==> src/rtl/up_down_counter_pkg.sv <==
// ----------------------------------------------------------------------------
// up_down_counter_pkg
// Shared constants for the parametrised up/down counter.
//   DIR_UP / DIR_DOWN   : encoding of the up_down input
//   MODE_WRAP / MODE_SAT: legal values of the WRAP parameter
// ----------------------------------------------------------------------------
package up_down_counter_pkg;

    localparam logic DIR_UP   = 1'b1;
    localparam logic DIR_DOWN = 1'b0;

    localparam int MODE_WRAP = 1;
    localparam int MODE_SAT  = 0;

endpackage : up_down_counter_pkg

==> src/rtl/up_down_count_next.sv <==
// ----------------------------------------------------------------------------
// up_down_count_next
// Combinational next-count logic for mod_up_down_counter.
// Parameters: WIDTH, MAX_COUNT, WRAP (MODE_WRAP / MODE_SAT).
// Ports:
//   count      in  [WIDTH-1:0]  current count
//   up_down    in               direction (DIR_UP / DIR_DOWN)
//   on         in               count enable
//   count_next out [WIDTH-1:0]  next count (equals count when on=0)
//   ovf_evt    out              up-boundary event this edge
//   unf_evt    out              down-boundary event this edge
// ----------------------------------------------------------------------------
module up_down_count_next
    import up_down_counter_pkg::*;
#(
    parameter int          WIDTH     = 8,
    parameter int unsigned MAX_COUNT = 255,
    parameter int          WRAP      = MODE_WRAP
) (
    input  logic [WIDTH-1:0] count,
    input  logic             up_down,
    input  logic             on,
    output logic [WIDTH-1:0] count_next,
    output logic             ovf_evt,
    output logic             unf_evt
);

    localparam logic [WIDTH-1:0] MAX_C = WIDTH'(MAX_COUNT);

    always_comb begin
        count_next = count;
        ovf_evt    = 1'b0;
        unf_evt    = 1'b0;
        if (on) begin
            if (up_down == DIR_UP) begin
                // >= rather than == so the boundary is never stepped over,
                // which keeps every result within 0..MAX_COUNT
                if (count >= MAX_C) begin
                    ovf_evt    = 1'b1;
                    count_next = (WRAP == MODE_WRAP) ? '0 : MAX_C;
                end else begin
                    count_next = count + 1'b1;
                end
            end else begin
                if (count == '0) begin
                    unf_evt    = 1'b1;
                    count_next = (WRAP == MODE_WRAP) ? MAX_C : '0;
                end else begin
                    count_next = count - 1'b1;
                end
            end
        end
    end

endmodule : up_down_count_next

==> src/rtl/mod_up_down_counter.sv <==
// ----------------------------------------------------------------------------
// mod_up_down_counter
// Parametrised up/down counter with wrap or saturate at the limits, a
// registered terminal-count pulse and sticky overflow/underflow flags.
// Optional parallel load is built only when UP_DOWN_COUNTER_LOAD_EN is
// defined; otherwise load/load_val are present but ignored.
// Parameters: WIDTH (2..32), MAX_COUNT (1..2^WIDTH-1), WRAP (1 wrap, 0 sat).
// Ports:
//   clk        in               rising-edge clock
//   reset      in               asynchronous active-high reset
//   on         in               count enable
//   up_down    in               1 = up, 0 = down
//   load       in               synchronous load strobe (has priority)
//   load_val   in  [WIDTH-1:0]  load value, clamped to MAX_COUNT
//   clr_flags  in               synchronous clear of ovf/unf
//   out        out [WIDTH-1:0]  current count
//   tc         out              high on the cycle after a boundary event
//   ovf        out              sticky up-boundary flag
//   unf        out              sticky down-boundary flag
// ----------------------------------------------------------------------------
module mod_up_down_counter
    import up_down_counter_pkg::*;
#(
    parameter int          WIDTH     = 8,
    parameter int unsigned MAX_COUNT = 255,
    parameter int          WRAP      = MODE_WRAP
) (
    input  logic             clk,
    input  logic             reset,
    input  logic             on,
    input  logic             up_down,
    input  logic             load,
    input  logic [WIDTH-1:0] load_val,
    input  logic             clr_flags,
    output logic [WIDTH-1:0] out,
    output logic             tc,
    output logic             ovf,
    output logic             unf
);

    generate
        if (WIDTH < 2 || WIDTH > 32) begin : g_bad_width
            $error("mod_up_down_counter: WIDTH must be in 2..32");
        end
        if (MAX_COUNT < 1 || 64'(MAX_COUNT) > ((64'd1 << WIDTH) - 64'd1)) begin : g_bad_max
            $error("mod_up_down_counter: MAX_COUNT must be in 1..2^WIDTH-1");
        end
        if (WRAP != MODE_WRAP && WRAP != MODE_SAT) begin : g_bad_wrap
            $error("mod_up_down_counter: WRAP must be 0 or 1");
        end
    endgenerate

    logic [WIDTH-1:0] out_q, out_d;
    logic             tc_q, tc_d;
    logic             ovf_q, ovf_d;
    logic             unf_q, unf_d;

    logic [WIDTH-1:0] cnt_next;
    logic             ovf_evt;
    logic             unf_evt;

    up_down_count_next #(
        .WIDTH     (WIDTH),
        .MAX_COUNT (MAX_COUNT),
        .WRAP      (WRAP)
    ) u_next (
        .count      (out_q),
        .up_down    (up_down),
        .on         (on),
        .count_next (cnt_next),
        .ovf_evt    (ovf_evt),
        .unf_evt    (unf_evt)
    );

`ifdef UP_DOWN_COUNTER_LOAD_EN
    localparam logic [WIDTH-1:0] MAX_C = WIDTH'(MAX_COUNT);
`else
    logic unused_load;
    assign unused_load = load ^ (^load_val);
`endif

    always_comb begin
        out_d = cnt_next;
        tc_d  = ovf_evt | unf_evt;
        // a new event on the same edge as clr_flags keeps the flag set
        ovf_d = ovf_evt | (ovf_q & ~clr_flags);
        unf_d = unf_evt | (unf_q & ~clr_flags);
`ifdef UP_DOWN_COUNTER_LOAD_EN
        if (load) begin
            out_d = (load_val > MAX_C) ? MAX_C : load_val;
            tc_d  = 1'b0;
            ovf_d = ovf_q & ~clr_flags;
            unf_d = unf_q & ~clr_flags;
        end
`endif
    end

    always_ff @(posedge clk or posedge reset) begin
        if (reset) begin
            out_q <= '0;
            tc_q  <= 1'b0;
            ovf_q <= 1'b0;
            unf_q <= 1'b0;
        end else begin
            out_q <= out_d;
            tc_q  <= tc_d;
            ovf_q <= ovf_d;
            unf_q <= unf_d;
        end
    end

    assign out = out_q;
    assign tc  = tc_q;
    assign ovf = ovf_q;
    assign unf = unf_q;

endmodule : mod_up_down_counter

==> config.mk <==
export PLATFORM = sky130hd
export DESIGN_NAME = mod_up_down_counter
export DESIGN_NICKNAME = d
export VERILOG_FILES = /design/src/rtl/up_down_counter_pkg.sv /design/src/rtl/up_down_count_next.sv /design/src/rtl/mod_up_down_counter.sv
export SDC_FILE = /design/constraint.sdc
export NUM_CORES = 1
export LEC_CHECK = 0
export CORE_MARGIN = 2
export CORE_UTILIZATION = 45
export DETAILED_ROUTE_END_ITERATION = 6
export PLACE_DENSITY = 0.86
export SYNTH_ARGS = -nofsm -noshare
export SYNTH_HDL_FRONTEND = slang
export SYNTH_HIERARCHICAL = 1
export SYNTH_SLANG_ARGS = --single-unit
==> constraint.sdc <==
create_clock -name clk -period 2.35 [get_ports clk]
set_clock_uncertainty 0.1 [all_clocks]
set_input_delay 0.47 -clock clk [delete_from_list [all_inputs] [get_ports clk]]
set_output_delay 0.47 -clock clk [all_outputs]
set_load 0.02 [all_outputs]
---- Word-level counts from Yosys, hierarchy flattened ----
Index checks and enable logic that the tools add are counted.
W data, S select, Z words.
storage, ports and cells
  register bits ........................... 11
  word-level logic and storage cells ...... 23
  output and inout bits ................... 11
operators by class
  $lt $le $gt $ge ......................... 1
  reduce and logical (&&, ||, !) cells .... 1
  bitwise operators ....................... 6
  add/subtract/negate cells ............... 2
  muxes and demuxes ....................... 9
operators with widths
  kind                   number
  $mux W8                3
  $add A8 B1 Y8 const B  1
  $ge A8 B8 Y1 const B   1
  $logic_not A8 Y1       1
  $sub A8 B1 Y8 const B  1
  $mux W1                6
  $or A1 B1 Y1           3
  $and A1 B1 Y1          2
  $not A1 Y1             1

---- Longest topological paths before layout ----
Gate-level depths: netlist (run 1).
  depth in word-level cells ............... 5
  mapped depth ............................ 6

---- By module ----
The synthesis (run 1) kept the hierarchy.
by module, submodules not included
  module               area an instance (um^2)  sequential area each (um^2)  cells each  instances
  up_down_count_next   490.5                    0.0                          80          1
  mod_up_down_counter  304.0                    275.3                        16          1

---- Least setup slack after synthesis (run 1) ----
OpenSTA, ideal clock, no wires.
  path type ............................... reg2reg
  from .................................... register out_q[0] (netlist: out[0])
  to ...................................... register out_q[3] (netlist: out[3])
  arrival time ............................ 1.772 ns
  buffers on the path ..................... 0
  stages on the path, launching flop included .. 7
  path slack .............................. 0.411 ns
  cell sequence ........................... dfrtp_1 > inv_1 > ha_1 > or4b_4 > nor4b_1 > a311o_1 > a32o_1
on the way
  word-level cells in the longest chain between the ends .. 3
  elaborated cells on any way between the ends .. 7
  classes of those cells .................. add/sub (2); order compare (1); mux (3); reduce/logical (1)
ends and longest elaborated chain
  what                                         RTL line                                            text
  start: declaration                           mod_up_down_counter.sv:53                           logic [WIDTH-1:0] out_q, out_d;
  start signal: assignment                     mod_up_down_counter.sv:105                          out_q <= out_d;
  $sub A8 B1 Y8, or another cell as far along  up_down_count_next.sv:49                            count_next = count - 1'b1;
  $mux W8, on equally long branches            up_down_count_next.sv:45, up_down_count_next.sv:38
  $mux W8 *                                    up_down_count_next.sv:35                            if (up_down == DIR_UP) begin
Every way passes the cells marked *; elsewhere a longest branch is shown, timed or not.
A chain may end at the register's enable or synchronous reset.

---- Worst setup path after layout (run 1) ----
  from .................................... register out_q[5] (netlist: out[5])
  to ...................................... output port out[5]
RTL lines
  what              RTL line                   text
  end: declaration  mod_up_down_counter.sv:35  output logic [WIDTH-1:0] out,
No word-level cell between the ends.

==> out/metrics.yaml, run 1 <==
cells_and_area:
  nNetsFinal: 129
  drive_gt1_share_pct: 9.91
  area_delta_synth_final_pct: 23.0
  regArea_um2: 275
  multi_input_area_um2: 452
  fillers: 150
  finalInstanceArea_um2: 977
  antennaDiodeCount: 0
cts:
  cts_tree: "yes"
  clkLatencyLatePin_ns: 0.28
  htree_levels: 1
  cts_hold_repair.buffers: 0
  cts.sinks: 11
  post_cts_resized: 0
  root_buffer: "clkbuf_4"
  post_cts_buffers: 0
  cts.reportedPaths.clkPinSlew_ns: 0.07
  cts_buffers: 3
  clockBufferDepth: 2
timing:
  worstMarginPinSlew_ns: 0.433
  rsz0062_at_grt: "false"
  period_share_pct: 87.2
  finalSetupViolations: 0
  slew-limit-headroom_pct: 71.1
  hold_viol: 0
  max_freq_mhz: 488
  slew_viol_final: 0
  period_minus_slack_ns: 2.05
  tns_ns: 0
flow_run:
  cap_violations: 0
drt:
  post_drt_wl_per_cell_um: 14.0
  vias: 754
  ant_nets: 0
  drt_pass1_iterations: 4
  wl_um: 1800
  routed_via_density: 5.89
  drc: 0
  drtIter0Drc: 19
setup_path:
  crit_chain: "clkdlybuf4s50_1"
  cp.buffers_inverters: 1
  end_kind: "output port"
  arrival_ns: 1.48
  critPathRequiredTime_ns: 1.78
  critPathKind: "register to output port"
  crit_path_start_kind: "register"
  crit_family: "buffers and inverters"
  path_max_fanout: 11
  critPathSlowestCell: "clkdlybuf4s50_1"
  max_stage_delay_ns: 0.67
synth:
  yosysWarnings: 6
  netlist_area_um2: 795
  synth_largest_area_cell: "dfrtp_1"
  ys_seq_area_share_pct: 34.6
  synth_edf_count: 0
  synth_seq_cells: 11
  avgSynthCellArea_um2: 8.28
  synthTopCellsByArea: "dfrtp_1, and3_1, ha_1"
  ys.flop_type: "dfrtp_1"
  synthCells: 96
  syn-num-nets: 113
  yosysUniqueCellTypes: 37
  synth_top_area_share_pct: 34.6
  synthArstFlopShare_pct: 100
global_routing:
  grt_usage_pct: 19.5
  globalRouteOverflowTotal: 0
  grt_pass1_wl_um: 2880
  grt_max_degree: 20
  antenna_found_initial: 0
  first_global_vias: 657
die:
  die_h_um: 46.0
  ios: 25
  dieArea_um2: 2120
  placementRows: 15
  fp.coreArea_um2: 1690
  fp.dieW_um: 46.0
  initial_core_util_pct: 47.0
placed_design:
  gp_congestion: 0.889
  place_hpwl_um: 1310
  place_area_um2: 951
  port_buffers: 15
power:
  power.switching_uw: 457
  power_leakage_uw: 0.000459
  p_per_area_nw_per_um2: 1040
  combinationalPowerShare_pct: 49.7
  ir_drop_uv: 587
  p_sw_share_pct: 44.8
  intPower_uw: 564
  clkPwrFrac_pct: 13.1
  seq_power_share_pct: 37.2
min_path:
  hold_path_class: "register to register"
run_status:
  status: "completed"
==> power by group through the flow <==
| stage | logic (µW) | clock network [µW] | registers (µW) |
|---|---|---|---|
| final | 507 | 134 | 379 |
| after floorplan | 311 | 0 | 395 |
| after detailed placement | 503 | 0 | 379 |
| after global placement | 491 | 0 | 374 |
| after global routing | 556 | 152 | 404 |
| after CTS | 506 | 138 | 375 |
==> stage by stage <==
stage / total power (µW) / hold WS, ns / std cells / worst slack, ns / utilization [%]
floorplan: 706 / 0.222 / 96 / 0.411 / -
global placement: 864 / 0.360 / 124 / 0.155 / 56.3
detailed placement: 882 / 0.367 / 124 / 0.144 / 56.3
CTS: 1020 / 0.383 / 128 / 0.305 / 57.9
global route: 1110 / 0.400 / 128 / 0.171 / 57.9
finish: 1020 / 0.376 / 128 / 0.301 / 57.9
==> layout by cell type (no fill, tap or decap) <==
master,n
a211oi_1,1
o31ai_2,1
a21oi_1,7
a32o_1,1
inv_1,8
nand2b_1,2
xnor2_1,1
o32ai_1,1
or3_1,1
a31oi_1,2
o31a_1,1
nor2b_1,1
or2_1,1
clkbuf_4,3
nand4_1,2
nor4_1,1
nor2_1,3
a311o_1,1
nor3_1,3
nand2_1,10
and3_1,6
o21ba_2,1
buf_4,3
nor3b_1,1
or3b_2,1
o31ai_1,1
nor4b_1,1
a21o_1,3
or2_2,1
clkbuf_1,1
or4b_4,1
a41o_1,1
dfrtp_1,11
o22a_1,1
clkdlybuf4s50_1,15
ha_1,3
nand3_1,2
o21ai_0,7
==> synthesized netlist by cell type (2+ instances only) <==
master	count
nor3_1	3
clkbuf_1	3
ha_1	3
inv_1	8
nor2_1	3
buf_2	3
dfrtp_1	11
nand3_1	2
nand2b_1	2
and3_1	6
nand4_1	2
o21ai_0	7
nand2_1	10
a21oi_1	7
a21o_1	3
a31oi_1	2
==> area by class of cell <==
| type | count | area share (%) |
|---|---|---|
| Inverter | 8 | 3.07 |
| Multi-Input combinational cell | 70 | 46.2 |
| Tap cell | 17 | 2.18 |
| Timing Repair Buffer | 18 | 17.7 |
| Sequential cell | 11 | 28.2 |
| Clock buffer | 4 | 2.69 |
==> flip-flops by register name (all words and copies together), names as in the netlist <==
register	flops
unf	1
out	8
ovf	1
tc	1
==> kinds of logic after synthesis <==
family                   share of synthesized area (%)
buffers and inverters                             8.50
AND/OR/NAND/NOR                                   26.0
flip-flops                                        34.6
adder cells (fa/ha/maj)                           4.72
AO/OA/AOI/OAI                                     25.0
XOR/XNOR                                          1.10
==> final timing paths <==
path	startpoint	endpoint	slack, ns	cells after the start
max reg2reg	out[1]	out[4]	0.35	6
min in group asynchronous	reset	out[2]	0.39	2
min	unf	unf	0.38	1
max	out[5]	out[5]	0.30	1
min reg2reg	unf	unf	0.38	1
max in group asynchronous	reset	out[7]	1.45	2
==> per-layer routing <==
layer	vias to the layer above	share of wire, %	track usage (%)
li1	376	-	-
met1	360	47	24.0
met2	12	49	30.3
met3	6	1.3	2.78
met4	0	3.2	14.9
met5	-	0	0
No activity file was read; power rests on OpenSTA's default activity.
==> inputs of run 2 (changes only) <==
--- a/config.mk
+++ b/config.mk
@@ -5,10 +5,11 @@
 export SDC_FILE = /design/constraint.sdc
 export NUM_CORES = 1
 export LEC_CHECK = 0
-export CORE_MARGIN = 2
+export ABC_CLOCK_PERIOD_IN_PS = 2350
 export CORE_UTILIZATION = 45
 export DETAILED_ROUTE_END_ITERATION = 6
 export PLACE_DENSITY = 0.86
+export RECOVER_POWER = 100
 export SYNTH_ARGS = -nofsm -noshare
 export SYNTH_HDL_FRONTEND = slang
 export SYNTH_HIERARCHICAL = 1
==> out/metrics.yaml, run 2 (synthesized netlist as in run 1, its figures left out) <==
placed_design:
  gp_congestion: 0.936  # +5.3%
  place_area_um2: 942  # -0.92%
  port_buffers: 15  # unchanged
  place_hpwl_um: 1360  # +4.3%
  dp_slack_ns: 0.120  # -0.0242 ns
timing:
  worstMarginPinSlew_ns: 0.414  # -0.0200 ns
  finalSetupViolations: 0  # unchanged
  hold_ws_ns: 0.381  # +0.00447 ns
  period_share_pct: 90.6  # +3.4 points
  hold_viol: 0  # unchanged
  max_freq_mhz: 470  # -3.8%
  rsz0062_at_grt: "false"
  setup_ws_ns: 0.221  # -0.0803 ns
  period_minus_slack_ns: 2.13  # +0.0803 ns
  slew-limit-headroom_pct: 72.4  # +1.3 points
  slew_viol_final: 0  # unchanged
  tns_ns: 0  # unchanged
power:
  p_sw_share_pct: 45.6  # +0.85 points
  intPower_uw: 537  # -4.7%
  p_per_area_nw_per_um2: 1020  # -2.3%
  power_leakage_uw: 0.000461  # +0.28%
  clkPwrFrac_pct: 12.7  # -0.4 points
  power.switching_uw: 450  # -1.4%
  seq_power_share_pct: 38.3  # +1.1 points
  combinationalPowerShare_pct: 49.0  # -0.7 points
  ir_drop_uv: 538  # -8.4%
global_routing:
  grt_pass1_wl_um: 3190  # +11%
  globalRouteOverflowTotal: 0  # unchanged
  first_global_vias: 779  # +19%
  antenna_found_initial: 0  # unchanged
  grt_max_degree: 20  # unchanged
  grt_usage_pct: 22.2  # +2.7 points
drt:
  post_drt_wl_per_cell_um: 14.9  # +6.2%
  drc: 0  # unchanged
  wl_um: 1880  # +4.5%
  ant_nets: 0  # unchanged
  routed_via_density: 6.28  # +6.6%
  vias: 791  # +4.9%
  drtIter0Drc: 40  # +21
  drt_pass1_iterations: 4  # unchanged
cts:
  cts.reportedPaths.clkPinSlew_ns: 0.07  # about the same
  cts_hold_repair.buffers: 0  # unchanged
  cts_buffers: 3  # unchanged
  root_buffer: "clkbuf_4"
  clockBufferDepth: 2  # unchanged
  cts_tree: "yes"
  post_cts_resized: 0  # unchanged
  htree_levels: 1  # unchanged
  post_cts_buffers: 0  # unchanged
  clkLatencyLatePin_ns: 0.26  # -0.02 ns
  cts.sinks: 11  # unchanged
cells_and_area:
  layout_commonest_cell: "dlygate4sd3_1"
  area_delta_synth_final_pct: 21.9
  antennaDiodeCount: 0  # unchanged
  fillers: 142  # -5.3%
  largest_register_ffs: 8  # unchanged
  mostFrequentLayoutCells: "dlygate4sd3_1, dfrtp_1, nand2_1"
  nNetsFinal: 128  # -0.78%
  drive_gt1_share_pct: 9.09  # -0.82 points
  regArea_um2: 275  # unchanged
  multi_input_area_um2: 452  # unchanged
  fin_util_pct: 61.4  # +3.6 points
  finalInstanceArea_um2: 968  # -0.90%
die:
  dieArea_um2: 1940  # -8.5%
  initial_core_util_pct: 50.4  # +3.4 points
  die_h_um: 44.0  # -4.3%
  fp.coreArea_um2: 1580  # -6.7%
  ios: 25  # unchanged
  fp.dieW_um: 44.0  # -4.3%
  placementRows: 14  # -1
setup_path:
  worstReg2RegEnd: "out[2]"
  arrival_ns: 2.22  # +0.74 ns
  critPathRequiredTime_ns: 2.44  # +0.66 ns
  r2r_slack_ns: 0.22  # -0.13 ns
  reg2reg_depth: 6  # unchanged
  critPathKind: "register to register"
  crit_path_start_kind: "register"
  path_max_fanout: 9  # -2
  end_kind: "register"
  timing.rr.start: "out[0]"
run_status:
  status: "completed"
flow_run:
  cap_violations: 0  # unchanged
min_path:
  worstHoldStart: "unf"
  whs_path_depth: 1  # unchanged
  hold_path_class: "register to register"
  whs_endpoint: "unf"
==> run 2: layout make-up <==
type / count / share of cell area (%)
Sequential cell: 11 / 28.4
Inverter: 8 / 3.10
Timing Repair Buffer: 17 / 17.1
Multi-Input combinational cell: 70 / 46.6
Clock buffer: 4 / 2.71
Tap cell: 16 / 2.07
==> run 2: worst max-delay path by stage <==
stage,from,endpoint,slack [ns],cells after the start
2_1_floorplan,out[0],out[3],0.41,6
3_3_place_gp,on,out[7],0.16,5
3_5_place_dp,on,out[7],0.12,5
4_1_cts,out[0],out[4],0.25,6
5_1_grt,out[0],out[4],0.07,6
6_report,out[0],out[2],0.22,6
==> run 2: metrics by stage <==
step,std cells,total power (µW)
after floorplan,96,706
after global placement,122,857
after detailed placement,122,880
after CTS,126,1010
after global routing,126,1060
final,126,988
==> run 2: routing by layer <==
| metal | up-vias | GRT usage [%] | part of all wire (%) |
|---|---|---|---|
| met4 | 0 | 9.70 | 0.53 |
| li1 | 373 | - | - |
| met2 | 52 | 35.6 | 51 |
| met5 | - | 0 | 0 |
| met1 | 364 | 27.6 | 39 |
| met3 | 2 | 6.94 | 9.4 |
==> run 2: critical path, stage by stage (launching register included) <==
cell and delay (ns):
dfrtp_1 0.47, inv_1 0.12, ha_1 0.16, or4b_4 0.51, o31ai_2 0.37, o21ai_0 0.17
a21oi_1 0.16
==> run 2: power by group through the flow <==
stage | registers (µW) | clock network, µW | logic (µW)
finish | 378 | 125 | 484
global route | 396 | 140 | 527
CTS | 379 | 132 | 501
detailed placement | 381 | 0 | 498
global placement | 377 | 0 | 480
floorplan | 395 | 0 | 311
==> inputs of run 3 (changes only) <==
--- a/config.mk
+++ b/config.mk
@@ -6,6 +6,7 @@
 export NUM_CORES = 1
 export LEC_CHECK = 0
 export ABC_CLOCK_PERIOD_IN_PS = 2350
+export CAP_MARGIN = 20
 export CORE_UTILIZATION = 45
 export DETAILED_ROUTE_END_ITERATION = 6
 export PLACE_DENSITY = 0.86
==> results of run 3 <==
Same layout as run 2: the final DEF is identical, and so are final timing and power.
